[src/rtl/inst_fetch_unit.sv]
// Fetch stage: samples the PC, reads instruction memory over a req/ack handshake and
// presents the instruction to decode under valid/ready, pulsing pcWrite once it is taken.
module inst_fetch_unit #(
    parameter int unsigned ADDR_W  = 16,
    parameter int unsigned DATA_W  = 16,
    parameter int unsigned TIMEOUT = 64
) (
    input  logic              clock,
    input  logic              resetN,
    input  logic [ADDR_W-1:0] pcCur,
    input  logic              flush,
    output logic              memReq,
    output logic [ADDR_W-1:0] memAddr,
    input  logic              memAck,
    input  logic [DATA_W-1:0] memData,
    output logic [DATA_W-1:0] instOut,
    output logic [ADDR_W-1:0] instPC,
    output logic              instValid,
    input  logic              instReady,
    output logic              pcWrite,
    output logic              fetchErr,
    output logic [1:0]        errCode
);

    localparam int unsigned     CntW   = $clog2(TIMEOUT);
    localparam logic [CntW-1:0] CntMax = CntW'(TIMEOUT - 1);

    localparam logic [1:0] ErrMisaligned = 2'b01;
    localparam logic [1:0] ErrTimeout    = 2'b10;

    typedef enum logic [2:0] {
        StSample,
        StReq,
        StHold,
        StAdvance,
        StDrop,
        StErr
    } stateT;

    stateT           state;
    logic [CntW-1:0] waitCount;

    always_ff @(posedge clock or negedge resetN) begin
        if (!resetN) begin
            state     <= StSample;
            waitCount <= '0;
            memReq    <= 1'b0;
            memAddr   <= '0;
            instOut   <= '0;
            instPC    <= '0;
            instValid <= 1'b0;
            pcWrite   <= 1'b0;
            fetchErr  <= 1'b0;
            errCode   <= 2'b00;
        end else begin
            pcWrite <= 1'b0;
            case (state)
                StSample: begin
                    memAddr   <= pcCur;
                    waitCount <= '0;
                    if (pcCur[0]) begin
                        fetchErr <= 1'b1;
                        errCode  <= ErrMisaligned;
                        state    <= StErr;
                    end else begin
                        memReq <= 1'b1;
                        state  <= StReq;
                    end
                end
                // DROP shares REQ's ack/timeout handling; it only differs in discarding data.
                StReq, StDrop: begin
                    if (memAck) begin
                        memReq <= 1'b0;
                        if (state == StReq && !flush) begin
                            instOut   <= memData;
                            instPC    <= memAddr;
                            instValid <= 1'b1;
                            state     <= StHold;
                        end else begin
                            state <= StSample;
                        end
                    end else if (waitCount == CntMax) begin
                        memReq   <= 1'b0;
                        fetchErr <= 1'b1;
                        errCode  <= ErrTimeout;
                        state    <= StErr;
                    end else begin
                        // A raised request stays up until acked, so a flush only marks it stale.
                        waitCount <= waitCount + 1'b1;
                        if (flush) begin
                            state <= StDrop;
                        end
                    end
                end
                StHold: begin
                    if (flush) begin
                        instValid <= 1'b0;
                        state     <= StSample;
                    end else if (instReady) begin
                        instValid <= 1'b0;
                        pcWrite   <= 1'b1;
                        state     <= StAdvance;
                    end
                end
                StAdvance: begin
                    state <= StSample;
                end
                StErr: begin
                    memReq    <= 1'b0;
                    instValid <= 1'b0;
                end
                default: begin
                    state <= StSample;
                end
            endcase
        end
    end

endmodule

[config.mk]
export PLATFORM = sky130hd
export DESIGN_NAME = inst_fetch_unit
export DESIGN_NICKNAME = d
export VERILOG_FILES = /design/src/rtl/inst_fetch_unit.sv
export SDC_FILE = /design/constraint.sdc
export NUM_CORES = 1
export LEC_CHECK = 0
export ABC_AREA = 1
export CORE_ASPECT_RATIO = 0.9
export CORE_MARGIN = 3
export CORE_UTILIZATION = 41
export DETAILED_ROUTE_END_ITERATION = 10
export GPL_TIMING_DRIVEN = 1
export PLACE_DENSITY_LB_ADDON = 0.15
export SLEW_MARGIN = 25
export SYNTH_ARGS = -nofsm -noshare
export SYNTH_HDL_FRONTEND = slang
export SYNTH_SLANG_ARGS = --single-unit
[constraint.sdc]
create_clock -name clock -period 1.2 [get_ports clock]
set_input_delay 0.24 -clock clock [delete_from_list [all_inputs] [get_ports clock]]
set_output_delay 0.24 -clock clock [all_outputs]
set_load 0.1 [all_outputs]
# [Word-level counts from Yosys, hierarchy flattened]
# Index checks and enable logic that the tools add are counted.
[word_totals] reg_bits=63 in_bits=37 word_cells=71
[classes] add_sub_neg=1 n_eq_ne=15 n_mux=31 n_bitwise=1 reduce_logical=13
[ops] op="two-way mux 3 bit" count=6
[ops] op="inequality test 2 bit (second input constant)" count=7
[ops] op="two-way mux 1 bit" count=13
[ops] op="two-way mux 6 bit" count=2
[ops] op="one-hot mux 3 bit (4 select lines)" count=1
[ops] op="one-hot mux 6 bit (2 select lines)" count=1
[ops] op="AND reduction 3 bit" count=4
[ops] op="two-way mux 2 bit" count=4
[ops] op="AND reduction 4 bit" count=2
[ops] op="adder 6 x 1 -> 6 bit (second input constant)" count=1
[ops] op="== test 3 bit (second input constant)" count=2
[ops] op="== test 6 bit (second input constant)" count=1
[ops] op="inequality test 3 bit (second input constant)" count=2
[ops] op="one-hot mux 1 bit (3 select lines)" count=2
[ops] op="nonzero test 3 bit" count=2
[ops] op="inequality test 4 bit (second input constant)" count=1
[ops] op="one-hot mux 2 bit (2 select lines)" count=1
[ops] op="== test 3 x 1 -> 1 bit (second input constant)" count=1
[ops] op="== test 3 x 2 -> 1 bit (second input constant)" count=1
[ops] op="zero test 3 bit" count=1
[ops] op="one-hot mux 1 bit (2 select lines)" count=1
[ops] op="nonzero test 2 bit" count=1
[ops] op="OR reduction 2 bit" count=1
[ops] op="logical AND 1 bit" count=1
[ops] op="other kinds (2)" count=2

# [Depth between registers and ports, before layout]
# Gate-level depths: netlist (run 1).
[depth] depth_word=5 depth_mapped=9 depth_no_buf=9

# [Least setup slack after synthesis (run 1)]
# Ideal clock, no wire load.
[synth_timing] path_type="register to register" from="reg waitCount[0]" to="reg waitCount[2]" arrival_time_ps=1176 t_required_ps=1082 path_slack_ps=-94 path_stages_with_launch=10 n_path_buf=0 path_cell_list="dfrtp_1 ha_1 nand2_1 nor2_1 nand2_1 nand3_4 nand2_2 inv_2 nand2_1 o21ai_2"
[synth_between] elab_chain_len=4 elab_cells_between_ends=7
[synth_rtl] item="start: declaration" line="41" source="logic [CntW-1:0] waitCount;"
[synth_rtl] item="start signal: assignment" line="89" source="waitCount <= waitCount + 1'b1;"
[synth_rtl] item="adder 6 x 1 -> 6 bit" line="89"
[synth_rtl] item="two-way mux 6 bit" line="82" source="end else if (waitCount == CntMax) begin"
[synth_rtl] item="two-way mux 6 bit" line="72" source="if (memAck) begin"
[synth_rtl] item="one-hot mux 6 bit (2 select lines)" line="57" source="case (state)"
# Parallel ways exist; a longest one is shown, timed or not. The select of a mux whose other input is x is not followed.
# A chain may end at the register's enable or synchronous reset.

# [Final worst setup path (run 1)]
[layout_timing] from="reg waitCount[1]" to="reg errCode[1]"
[layout_between] elab_chain_len=3
[layout_rtl] item="== test 6 bit" line="82"
[layout_rtl] item="inequality test 2 bit (no source line)"
[layout_rtl] item="AND reduction 4 bit (no source line)"
[layout_rtl] item="end signal: assignment" line="63" source="errCode <= ErrMisaligned;"
[layout_rtl] item="end signal: assignment" line="85" source="errCode <= ErrTimeout;"
[layout_rtl] item="end: declaration" line="22" source="output logic [1:0] errCode"
# No other way between the ends.

==> results of run 1 <==
==> layer usage <==
metal  wire length (um)  share of wire
met4                116          0.015
met2               4060           0.52
met1               2981           0.38
met5                  0              0
met3                643          0.082
==> stage by stage <==
step | instance area [sq um] | TNS [ns]
after detailed placement | 4363 | -11.16
final | 5166 | -4.890
after global placement | 4363 | -10.38
after global routing | 5166 | -10.04
after floorplan | 2645 | -0.2408
after CTS | 4691 | -1.453
==> flip-flops by register name (all words and copies together) (netlist names) <==
name       cells
memReq         1
pcWrite        1
errCode        2
state          3
fetchErr       1
instOut       16
instValid      1
memAddr       16
instPC        16
waitCount      6
==> final cells by class <==
class,instances,area (sq um)
tap,87,108.9
inverter,17,91.34
timing repair buffer,140,1951
clock inverter,1,5.005
sequential,63,1582
multi-input combinational,218,1270
fill,341,1016
clock buffer,13,158.9
==> what timing repair did <==
item / in CTS / in global routing
setup buffers: 11 / 14
pin swaps: 15 / 25
setup endpoints to repair: 49 / 103
cloned: 0 / 2
hold buffers: 1 / 0
endpoints found under the hold margin: 63 / 0
gates resized for setup: 24 / 89
==> cell usage in the layout, fill, tap and decap left out, types with 4 or more instances in the layout <==
cell type,count
nand2_1,123
buf_12,60
dfrtp_1,59
nor2_1,7
nor2_2,5
nand2_4,16
inv_1,10
nand3_4,4
buf_6,5
dfrtp_2,4
clkbuf_8,11
nor2_4,5
clkdlybuf4s50_1,35
buf_4,35
nand2_2,30
==> synth_stat cells <==
cell      count
dfrtp_1      63
o21ai_0       6
nor2_1       16
nand4_1       1
a21oi_1       3
nor2_4        1
inv_2         2
o21ai_1       2
nand3b_1      2
ha_1          1
nand3_1       7
nand2_1     167
nand2_2       2
nand3_4       1
nand2_4       3
clkbuf_1      2
o21ai_2       1
inv_4         1
buf_2         6
xor2_1        3
inv_1        14
nand4_4       1
or2_2         1
==> path summary, 6_finish.rpt <==
check,endpoint,slack (ns),depth (start not counted)
min in group clock,instOut[15]$_DFFE_PN0P_,0.44,3
min,waitCount[5]$_DFFE_PN0P_,0.43,3
max reg2reg,errCode[1]$_DFFE_PN0P_,-0.18,8
max,errCode[1]$_DFFE_PN0P_,-0.18,8
max in group asynchronous,state[0]$_DFFE_PN0P_,0.45,3
min reg2reg,waitCount[5]$_DFFE_PN0P_,0.54,2
==> cell families (layout without fill, tap and decap cells) <==
family | count (synthesis) | in the layout | share of synthesized area
AOI/OAI and AO/OA | 12 | 12 | 0.02427
adders and majority gates | 1 | 1 | 0.004759
buffers and inverters | 25 | 171 | 0.03951
xor gates and xnor gates | 3 | 3 | 0.009997
and+or+nand+nor | 202 | 202 | 0.3218
DFF | 63 | 63 | 0.5997
==> critical path, stage by stage, from the launching register on <==
cell	delay, ns
dfrtp_1	0.39
ha_4	0.17
nand3_1	0.14
nor2_2	0.20
nand2_1	0.12
nand2_4	0.09
nand2_4	0.06
nand2_2	0.05
o21ai_1	0.05
==> impl_metrics.json, run 1 <==
{
  "clk_latency_ns": 0.33,
  "fin_nets": 487,
  "die_y_um": 81.97,
  "arrival_ns": 1.60,
  "cts_buffers": 9,
  "fmax_ghz": 0.7252,
  "drv_cap": 0,
  "cts_tree": "done",
  "first_iter_violations": 110,
  "busiest_layer": "met2",
  "synthCells": 306,
  "start_util": 0.4252,
  "cts_max_level": 3,
  "ys_seq_area_frac": 0.5997,
  "routed-via-count": 2512,
  "relSlewSlack": 0.7708,
  "grt_util_met2": 0.3378,
  "cp_max_fo": 4,
  "dp_slack_ns": -0.3293,
  "slew_viol_final": 0,
  "routed_wl_um": 7801,
  "post-dp-hpwl_um": 4637,
  "critical_path.reg2reg.startpoint": "waitCount[1]$_DFFE_PN0P_",
  "syn_area_per_cell_sq_um": 8.591,
  "rsz0062_at_grt": "yes",
  "grt_pass1_wl_um": 11550,
  "synth_seq_cells": 63,
  "gr-usage-all-layers": 0.1984,
  "syn_to_final_growth_pct": 96.53,
  "violations": "setup timing",
  "worstMarginPinSlew_ns": 0.3438,
  "io_pins": 91,
  "grt_pass1_vias": 2480,
  "synth.top_cell.area_share": 0.5997,
  "std_cell_rows": 27,
  "grt_start_max_net_pins": 64,
  "hold_ws_ns": 0.4293,
  "use_met1": 0.2255,
  "cts_max_path_buffers": 2,
  "drt_pre_antenna_iters": 4,
  "min_path_type": "in2async",
  "period_share": 1.149,
  "ant_nets": 0,
  "yosysTopAreaCell": "dfrtp_1",
  "synthTopCellsByArea": "dfrtp_1, nand2_1, nor2_1, inv_1, nand3_1",
  "fin_util": 0.8357,
  "viasPerCell": 4.660,
  "setup_violations": 61,
  "cts-root-buf": "clkbuf_8",
  "yosys_warnings": 0,
  "crit_path_end_kind": "flip-flop",
  "stdcell_count": 539,
  "setup.worst_path.start": "waitCount[1]$_DFFE_PN0P_",
  "path_clk_slew_ns": 0.07,
  "crit_required_ns": 1.42,
  "overflow": 0,
  "antenna_found_initial": 0,
  "syn_nets": 344,
  "clkSinkCount": 63,
  "drc_errors": 0,
  "status": "finished with violations",
  "dieWidth_um": 90.41,
  "cp-start-kind": "flip-flop",
  "grtUsageMet3": 0.1007,
  "hold_viol_final": 0,
  "critPathKind": "reg2reg",
  "fin_crit_ns": 1.379,
  "avgRoutedWirePerCell_um": 14.47,
  "drive_above_1_share": 0.4358,
  "fin_worst_skew_ns": 0.005384,
  "io_buffers": 90,
  "yosysUniqueCellTypes": 23,
  "fin_ws_ns": -0.1789,
  "syn_area_sq_mm": 0.002629,
  "core_area_sq_mm": 0.006182,
  "die_area_sq_mm": 0.007410,
  "gp_congestion": 0.7520,
  "diodes": 0,
  "dp.cells": 498
}
Power of run 1 is not shown: default switching activity piles up to over one toggle a cycle in this logic, so the estimate is an artifact.
==> run 2, diff against run 1 <==
--- a/config.mk
+++ b/config.mk
@@ -7,11 +7,12 @@
 export LEC_CHECK = 0
 export ABC_AREA = 1
 export CORE_ASPECT_RATIO = 0.9
-export CORE_MARGIN = 3
+export CORE_MARGIN = 5
 export CORE_UTILIZATION = 41
+export CTS_CLUSTER_DIAMETER = 200
 export DETAILED_ROUTE_END_ITERATION = 10
 export GPL_TIMING_DRIVEN = 1
-export PLACE_DENSITY_LB_ADDON = 0.15
+export PLACE_DENSITY = 0.78
 export SLEW_MARGIN = 25
 export SYNTH_ARGS = -nofsm -noshare
 export SYNTH_HDL_FRONTEND = slang
==> impl_metrics.json, run 2 (synthesis results as in run 1) <==
{
  "setup_violations": 62,
  "tns_ns": -4.977,
  "syn_to_final_growth_pct": 100.5,
  "antenna_found_initial": 0,
  "drive_above_1_share": 0.4419,
  "drv_cap": 0,
  "multi_input_area_sq_mm": 0.001175,
  "min_path_type": "in2reg",
  "path_clk_slew_ns": 0.07,
  "setup.worst_path.start": "waitCount[0]$_DFFE_PN0P_",
  "fin_util": 0.8527,
  "violations": "setup timing",
  "die_area_sq_mm": 0.008116,
  "relSlewSlack": 0.7775,
  "std_cell_rows": 27,
  "hp-start": "pcCur[12]",
  "fin_ws_ns": -0.2087,
  "cp_max_fo": 6,
  "post-dp-hpwl_um": 5269,
  "overflow": 0,
  "hold_viol_final": 0,
  "viasPerCell": 4.738,
  "grt_pass1_vias": 2744,
  "min_to": "memAddr[12]$_DFFE_PN0P_",
  "fillers": 302,
  "dpl_cell_area_sq_mm": 0.004403,
  "cts_buffers": 9,
  "routed_wl_um": 8978,
  "slew_viol_final": 0,
  "stdcell_area_sq_mm": 0.005271,
  "rsz0062_at_grt": "yes",
  "core_area_sq_mm": 0.006182,
  "cts_tree": "done",
  "layout_commonest_cell": "nand2_1",
  "seqCellArea_sq_mm": 0.001584,
  "clk_latency_ns": 0.35,
  "gr-usage-all-layers": 0.2030,
  "crit_required_ns": 1.48,
  "routed-via-count": 2653,
  "critical_path.reg2reg.startpoint": "waitCount[0]$_DFFE_PN0P_",
  "io_buffers": 90,
  "dieWidth_um": 94.41,
  "arrival_ns": 1.69,
  "worstMarginPinSlew_ns": 0.3338,
  "first_iter_violations": 131,
  "ant_nets": 0,
  "drt_pre_antenna_iters": 4,
  "period_share": 1.174,
  "diodes": 0,
  "fmax_ghz": 0.7099,
  "hold_depth": 3,
  "fin_nets": 506,
  "cp-start-kind": "flip-flop",
  "cts_max_path_buffers": 2,
  "cts_max_level": 3,
  "clkSinkCount": 63,
  "fin_crit_ns": 1.409,
  "cts-root-buf": "clkbuf_8",
  "status": "finished with violations",
  "critPathKind": "reg2reg",
  "drc_errors": 0,
  "io_pins": 91,
  "fin_worst_skew_ns": 0.009575,
  "r2r-end": "waitCount[2]$_DFFE_PN0P_",
  "layout_common_cells": "nand2_1, buf_12, dfrtp_1, buf_4, clkdlybuf4s50_1",
  "avgRoutedWirePerCell_um": 16.03,
  "die_y_um": 85.97,
  "top_regs": "instOut: 16 flops, instPC: 16 flops, memAddr: 16 flops",
  "start_util": 0.4252,
  "crit_path_end_kind": "flip-flop",
  "gp_congestion": 0.8305,
  "grt_start_max_net_pins": 64,
  "grt_pass1_wl_um": 12730,
  "reg2reg_slack_ns": -0.21,
  "rr_worst_depth": 9,
  "dp_slack_ns": -0.2865
}
==> run 2: layout make-up <==
| type | count | share of cell area |
|---|---|---|
| Tap cell | 87 | 0.02065 |
| Multi-Input combinational cell | 218 | 0.2229 |
| Clock buffer | 10 | 0.02421 |
| Clock inverter | 6 | 0.01163 |
| Sequential cell | 63 | 0.3005 |
| Timing Repair Buffer | 159 | 0.4042 |
| Inverter | 17 | 0.01590 |
==> run 2: worst max-delay path by stage <==
stage | end | slack, ns
global placement | instPC[12]$_DFFE_PN0P_ | -0.25
CTS | errCode[1]$_DFFE_PN0P_ | -0.12
detailed placement | instPC[10]$_DFFE_PN0P_ | -0.29
global route | waitCount[2]$_DFFE_PN0P_ | -0.25
finish | waitCount[2]$_DFFE_PN0P_ | -0.21
floorplan | waitCount[2]$_DFFE_PN0P_ | -0.05
==> run 2: metal layers <==
metal  wire length, um  share of wire  GRT usage
met5                 0              0          0
met4               159          0.018    0.07087
met3               726          0.081    0.08509
met2              4754           0.53     0.3505
met1              3337           0.37     0.2243
==> run 2: through the flow <==
| step | instances | hold WS (ns) |
|---|---|---|
| 2_1_floorplan | 306 | -0.05559 |
| 3_3_place_gp | 500 | 0.2737 |
| 3_5_place_dp | 500 | 0.2793 |
| 4_1_cts | 539 | 0.4129 |
| 5_1_grt | 560 | 0.4166 |
| 6_report | 560 | 0.4197 |
==> run 2: repair_timing <==
item / CTS / global route
pin swaps: 12 / 21
setup buffers: 22 / 19
cloned: 0 / 3
hold buffers: 1 / 0
resized for setup: 19 / 67
endpoints found under the setup margin: 68 / 110
hold endpoints to repair: 63 / 0
==> run 2: critical path, cell delays in order (launching register included) <==
cell and delay (ns):
dfrtp_1 0.41, ha_4 0.19, nand2_4 0.07, nor2_4 0.15
nand2_4 0.08, nand3_4 0.09, nand2_4 0.10, inv_4 0.10
nand2_1 0.08, o21ai_2 0.07
Power of run 2 is left out for the same reason.
==> run 3, diff against run 2 <==
--- a/config.mk
+++ b/config.mk
@@ -11,6 +11,7 @@
 export CORE_UTILIZATION = 41
 export CTS_CLUSTER_DIAMETER = 200
 export DETAILED_ROUTE_END_ITERATION = 10
+export GPL_ROUTABILITY_DRIVEN = 1
 export GPL_TIMING_DRIVEN = 1
 export PLACE_DENSITY = 0.78
 export SLEW_MARGIN = 25
==> results of run 3 <==
No change in the layout: final DEF, timing and power equal those of run 2.
Power of run 3 is left out for the same reason.
